### src/rtl/counter_updown_mod.sv
// counter_updown_mod
//   N-bit up/down modulo counter with programmable terminal value,
//   synchronous load, wrap or saturate at the terminal, a cascade carry
//   chain and a sticky overflow flag. Digits of a multi-digit counter are
//   built by chaining carry_out of one stage into carry_in of the next,
//   all stages sharing one clock.
//
// Ports
//   clock      counter clock, rising edge
//   reset      asynchronous, active-high; clears count and overflow
//   enable     count enable
//   carry_in   cascade input; tie high on the least-significant stage
//   updown     1 = count up, 0 = count down
//   load       synchronous load of data (wins over counting)
//   data       load value, taken unmodified even when above limit
//   limit      terminal value; count range is 0..limit
//   saturate   0 = wrap at the terminal, 1 = hold at the terminal
//   clear_ovf  synchronous clear of overflow
//   count      registered counter value
//   terminal   combinational: count is at the terminal for the direction
//   carry_out  combinational: this stage steps past its terminal this cycle
//   overflow   registered sticky flag: a wrap or clamp has occurred

module counter_updown_mod #(
    parameter int unsigned WIDTH = 8
) (
    input  logic             clock,
    input  logic             reset,
    input  logic             enable,
    input  logic             carry_in,
    input  logic             updown,
    input  logic             load,
    input  logic [WIDTH-1:0] data,
    input  logic [WIDTH-1:0] limit,
    input  logic             saturate,
    input  logic             clear_ovf,
    output logic [WIDTH-1:0] count,
    output logic             terminal,
    output logic             carry_out,
    output logic             overflow
);

    localparam logic [WIDTH-1:0] ONE = WIDTH'(1);

    logic             step;
    logic [WIDTH-1:0] count_next;
    logic             overflow_next;

    // Load suppresses stepping, so a load cycle never produces a carry.
    always_comb begin
        step = enable & carry_in & ~load;
    end

    // Up-terminal uses >= so a count loaded above limit is treated as
    // terminal and folds back into range on the next up step.
    always_comb begin
        if (updown) begin
            terminal = (count >= limit);
        end else begin
            terminal = (count == '0);
        end
    end

    always_comb begin
        carry_out = step & terminal;
    end

    // Terminal checks come before +1/-1, so neither wraps through 2**WIDTH.
    always_comb begin
        count_next = count;
        if (load) begin
            count_next = data;
        end else if (step) begin
            if (updown) begin
                if (terminal) begin
                    count_next = saturate ? limit : '0;
                end else begin
                    count_next = count + ONE;
                end
            end else begin
                if (terminal) begin
                    count_next = saturate ? '0 : limit;
                end else begin
                    count_next = count - ONE;
                end
            end
        end
    end

    // A wrap/clamp on the same edge as clear_ovf leaves the flag set.
    always_comb begin
        overflow_next = overflow;
        if (load) begin
            overflow_next = 1'b0;
        end else if (carry_out) begin
            overflow_next = 1'b1;
        end else if (clear_ovf) begin
            overflow_next = 1'b0;
        end
    end

    always_ff @(posedge clock or posedge reset) begin
        if (reset) begin
            count    <= '0;
            overflow <= 1'b0;
        end else begin
            count    <= count_next;
            overflow <= overflow_next;
        end
    end

endmodule

### config.mk
export PLATFORM = sky130hd
export DESIGN_NAME = counter_updown_mod
export DESIGN_NICKNAME = d
export VERILOG_FILES = /design/src/rtl/counter_updown_mod.sv
export SDC_FILE = /design/constraint.sdc
export NUM_CORES = 1
export LEC_CHECK = 0
export ABC_AREA = 1
export BUFFER_PORTS_ARGS = -buffer_cell sky130_fd_sc_hd__buf_2
export CAP_MARGIN = 15
export CORE_ASPECT_RATIO = 0.5
export CORE_MARGIN = 5
export CORE_UTILIZATION = 33
export CTS_CLUSTER_SIZE = 30
export DETAILED_ROUTE_END_ITERATION = 10
export HOLD_SLACK_MARGIN = 0.08
export PLACE_DENSITY = 0.51
export SLEW_MARGIN = 20
export SYNTH_ARGS = -nofsm -noshare
export SYNTH_HDL_FRONTEND = slang
export SYNTH_SLANG_ARGS = --single-unit
### constraint.sdc
create_clock -name clock -period 2.4 [get_ports clock]
set_input_delay 0.36 -clock clock [delete_from_list [all_inputs] [get_ports clock]]
set_output_delay 0.36 -clock clock [all_outputs]
set_load 0.01 [all_outputs]
[Yosys cells after proc, flatten, opt, wreduce, memory -nomap -nowiden]
Cells that the tools add are included.
Widths: inputs -> output; s select.
Cells by class
  add/subtract/negate cells: 2
  order comparisons: 1
  muxes and demuxes: 11
  bitwise logic cells: 4
  reductions and logical operators: 3
Operator list (count)
  $mux 8: 7
  $add 8x1->8 const B: 1
  $ge 8x8->1: 1
  $logic_not 8->1: 1
  $sub 8x1->8 const B: 1
  $mux 1: 4
  $and 1x1->1: 3
  $reduce_bool 3->1: 1
  $reduce_bool 2->1: 1
  $not 1->1: 1
Storage, ports and cells
  register bits: 9
  input port bits: 24
  output and inout bits: 11
  word-level logic and storage cells: 23

[Depth between registers and ports, before layout]
  depth after elaboration: 6
  gate-level depth with buffers: 16
  gate-level depth less buffers: 16

[Worst setup path after synthesis]
Ideal clock, no wire load.
  path kind: reg2out
  start point: register count[0]
  end point: output port carry_out
  arrival time: 1.539 ns
  required time: 2.040 ns
  path slack: 0.501 ns
  stages on the path, launching flop included: 13
  buffers on the path: 0
  cells stage by stage: dfrtp_1 inv_1 ha_1 nand2_1 nor2_1 nor2_1 nand2_1 nand2_1 nand2_2 nand2_4 inv_1 nand2_1 inv_1
Between the ends
  longest elaborated chain between the ends: 3
  elaborated cells between the ends (all ways): 4
  those cells by class: 1 x order compare; 1 x mux; 1 x bitwise; 1 x reduce/logical
Ends and longest elaborated chain
  start, declared: RTL line 37  | output logic [WIDTH-1:0] count,
  start signal, assigned: RTL line 107  | count <= count_next;
  $ge 8x8->1 or $logic_not 8->1 (tied branches): RTL line 58, 60
  $mux 1 (*): RTL line 57  | if (updown) begin
  net terminal: RTL line 38  | output logic terminal,
  $and 1x1->1 (*): RTL line 65  | carry_out = step & terminal;
  end, declared: RTL line 39  | output logic carry_out,
The timed path passes the listed nets; every way through them passes the cells marked *.

[Final worst setup path]
  start point: register count[2]
  end point: output port carry_out
Between the ends
  longest elaborated chain between the ends: 3
  elaborated cells between the ends (all ways): 4
  those cells by class: 1 x order compare; 1 x mux; 1 x bitwise; 1 x reduce/logical
Ends and longest elaborated chain (RTL line)
  $ge 8x8->1 or $logic_not 8->1 (tied branches): 58, 60
  $mux 1 (*): 57
  $and 1x1->1 (*): 65
Mark *: on every way between the ends. The rest lies on a longest branch, timed or not.

==> flow_metrics.py <==
metrics = {
    "global_route": {
        "antenna_found_initial": 0,
        "first_global_vias": 1300,
        "track_usage": 0.152,
        "grt_pass1_wl_um": 6380,
        "grt_overflow": 0,
        "grt_max_degree": 16,
    },
    "setup_path": {
        "path_cells": "ha_1 > nand2_1 > nor2_1 > nor2_1 > nand2_1 > nand2_1 > nand2_2 > nand2_4 > inv_1 > nand2_1 > inv_1 > buf_2",
        "end_kind": "output pin",
        "rrSetupSlack_ps": 420,
        "worstSetupPathType": "reg2out",
        "crit_buf_inv": 3,
        "r2r_cells": 14,
        "cpMostUsedCell": "nand2_1",
        "worstSetupPathDepth": 12,
        "r2r-start": "count[2]",
        "cp_slowest_cell": "dfrtp_1",
        "cp-start-kind": "register",
        "r2r-end": "count[7]",
        "slowest_delay_ps": 470,
        "critPathMaxFanout": 8,
        "path_delay_family": "simple AND/OR/NAND/NOR gates",
        "cp_data_arrival_time_ps": 1880,
        "cp_data_required_time_ps": 2040,
    },
    "placement": {
        "gp_congestion": 0.879,
        "port_buffers": 34,
        "dpl.hpwl_um": 3270,
        "dpl_cell_area_um2": 1560,
        "placed_cells": 307,
    },
    "yosys": {
        "synthArstFlopShare": 1.00,
        "yosys_warnings": 0,
        "syn_inst": 218,
        "synth-seq-area-share": 0.172,
        "synth_flop_cell": "dfrtp_1",
        "syn_area_um2": 1310,
        "synth_edf_count": 0,
        "synth_area_leaders": "nand2_1 21%, dfrtp_1 17%, ha_1 9.6%, inv_1 9.5%, nand3_1 8.4%",
        "yosysTopAreaCell": "nand2_1",
        "yosys.area.top_type_share": 0.212,
        "synth.most_common_cell": "nand2_1",
        "avgSynthCellArea_um2": 6.00,
        "ys_types": 29,
        "syn-num-nets": 252,
        "synth_top_cells_by_count": "74 x nand2_1, 33 x inv_1, 22 x nand3_1",
        "synth_seq_cells": 9,
    },
    "power_and_ir_drop": {
        "p_per_area_nw_per_um2": 507,
        "p_leak_nw": 0.910,
        "ir_worst_vdd_mv": 0.244,
        "total_power_mw": 0.813,
    },
    "clock_network": {
        "cts_sinks": 9,
        "cts_tree": "done",
        "clkSlewWorstSetupHoldPaths_ps": 50,
        "max-clock-path-buffers": 2,
        "clk_latency_ps": 230,
        "htreeDepth": 1,
        "cts-root-buf": "clkbuf_8",
        "postCtsSetupBuffers": 0,
        "cts_buffers": 3,
    },
    "floorplanning": {
        "io_pins": 35,
        "dieArea_um2": 5400,
        "rows": 16,
        "start_util": 0.338,
        "die_x_um": 99.0,
        "die_h_um": 54.5,
        "core_area_um2": 3860,
    },
    "route": {
        "post-route-drc-count": 0,
        "first_pass_iters": 4,
        "wl_um": 3890,
        "wl_per_cell_um": 12.5,
        "postRouteAntennaNets": 0,
        "viasPerCell": 4.39,
        "drt_iter0_markers": 99,
        "dr_total_vias": 1366,
    },
    "cells_and_area": {
        "diodes": 0,
        "fin_nets": 292,
        "syn_to_final_growth_pct": 22.7,
        "fin_area_um2": 1600,
        "fin_cells": 311,
        "fin_util": 0.415,
        "final_layout_size_suffix_gt1_frac": 0.237,
    },
    "job": {
        "drv_cap": 0,
    },
    "sta": {
        "tightest_slew_ps": 421,
        "rsz0062_at_grt": "no",
        "max_slew_margin": 0.719,
        "fin_setup_tns_ps": 0,
        "fin_skew_ps": 8.43,
        "setup-violations-final": 0,
        "period_share": 0.935,
        "min_period_ps": 2240,
        "drv_slew": 0,
        "fmax_mhz": 446,
        "hold_viol": 0,
    },
    "run_status": {
        "status": "complete, no violations",
    },
    "min_path": {
        "hp-class": "in2async",
    },
}
-- state kept, by name (all words and copies together) (netlist names) --
name / count
count: 8
overflow: 1
-- placed cells by master, fill, tap and decap left out, types with 2 or more instances in the layout --
| cell | count |
|---|---|
| dfrtp_1 | 8 |
| nor2_4 | 2 |
| nand2_1 | 74 |
| clkbuf_8 | 3 |
| nand2_2 | 2 |
| nor2_1 | 14 |
| o21ai_0 | 12 |
| o21ai_1 | 3 |
| buf_2 | 34 |
| nand2_4 | 2 |
| ha_1 | 10 |
| nand3_1 | 22 |
| inv_1 | 32 |
| buf_4 | 9 |
| nor2_2 | 2 |
| a21oi_1 | 4 |
| xor2_1 | 5 |
| xnor2_1 | 5 |
-- stage by stage --
step	hold slack [ps]	setup slack, ps
after CTS	108	58.3
after floorplan	188	501
after detailed placement	357	309
final	90.6	156
after global placement	354	377
after global routing	137	0.399
-- how the worst max path moves through the flow --
stage / endpoint / slack, ps / from
global placement: carry_out / 380 / count[0]
finish: carry_out / 160 / count[2]
floorplan: carry_out / 500 / count[0]
detailed placement: carry_out / 310 / count[0]
CTS: carry_out / 60 / count[0]
global route: carry_out / 0.4 / count[1]
-- layer usage --
metal,track usage,wire length (um),up-vias
met3,0.0204,149,2
met1,0.237,2250,586
met2,0.212,1470,23
li1,-,-,755
met4,0.0431,21,0
met5,0,0,-
-- kinds of logic (layout without fill, tap and decap cells) --
logic type                 after synthesis  count (layout)  share of synthesized area
xor gates and xnor gates                10              10                     0.0670
buffers and inverters                   43              82                      0.144
and+or+nand+nor                        122             122                      0.412
AOI/OAI and AO/OA                       24              24                      0.108
adders and majority gates               10              10                     0.0957
DFF                                      9               9                      0.172
-- power breakdown --
group	switching (mW)	internal, mW
combinational	0.256	0.174
clock	0.0621	0.116
sequential	0.0308	0.174
-- repair_timing --
action / CTS / global route
resized for setup: 0 / 3
hold buffers: 0 / 0
endpoints found under the setup margin: 0 / 2
-- final cells by class --
class                           instances  area (um^2)
Sequential cell                         9          226
Multi-Input combinational cell        166          893
Fill cell                             434         2260
Tap cell                               54         67.6
Clock buffer                            4         45.0
Inverter                               35          134
Timing Repair Buffer                   43          238
(Power assumes the default switching activity.)
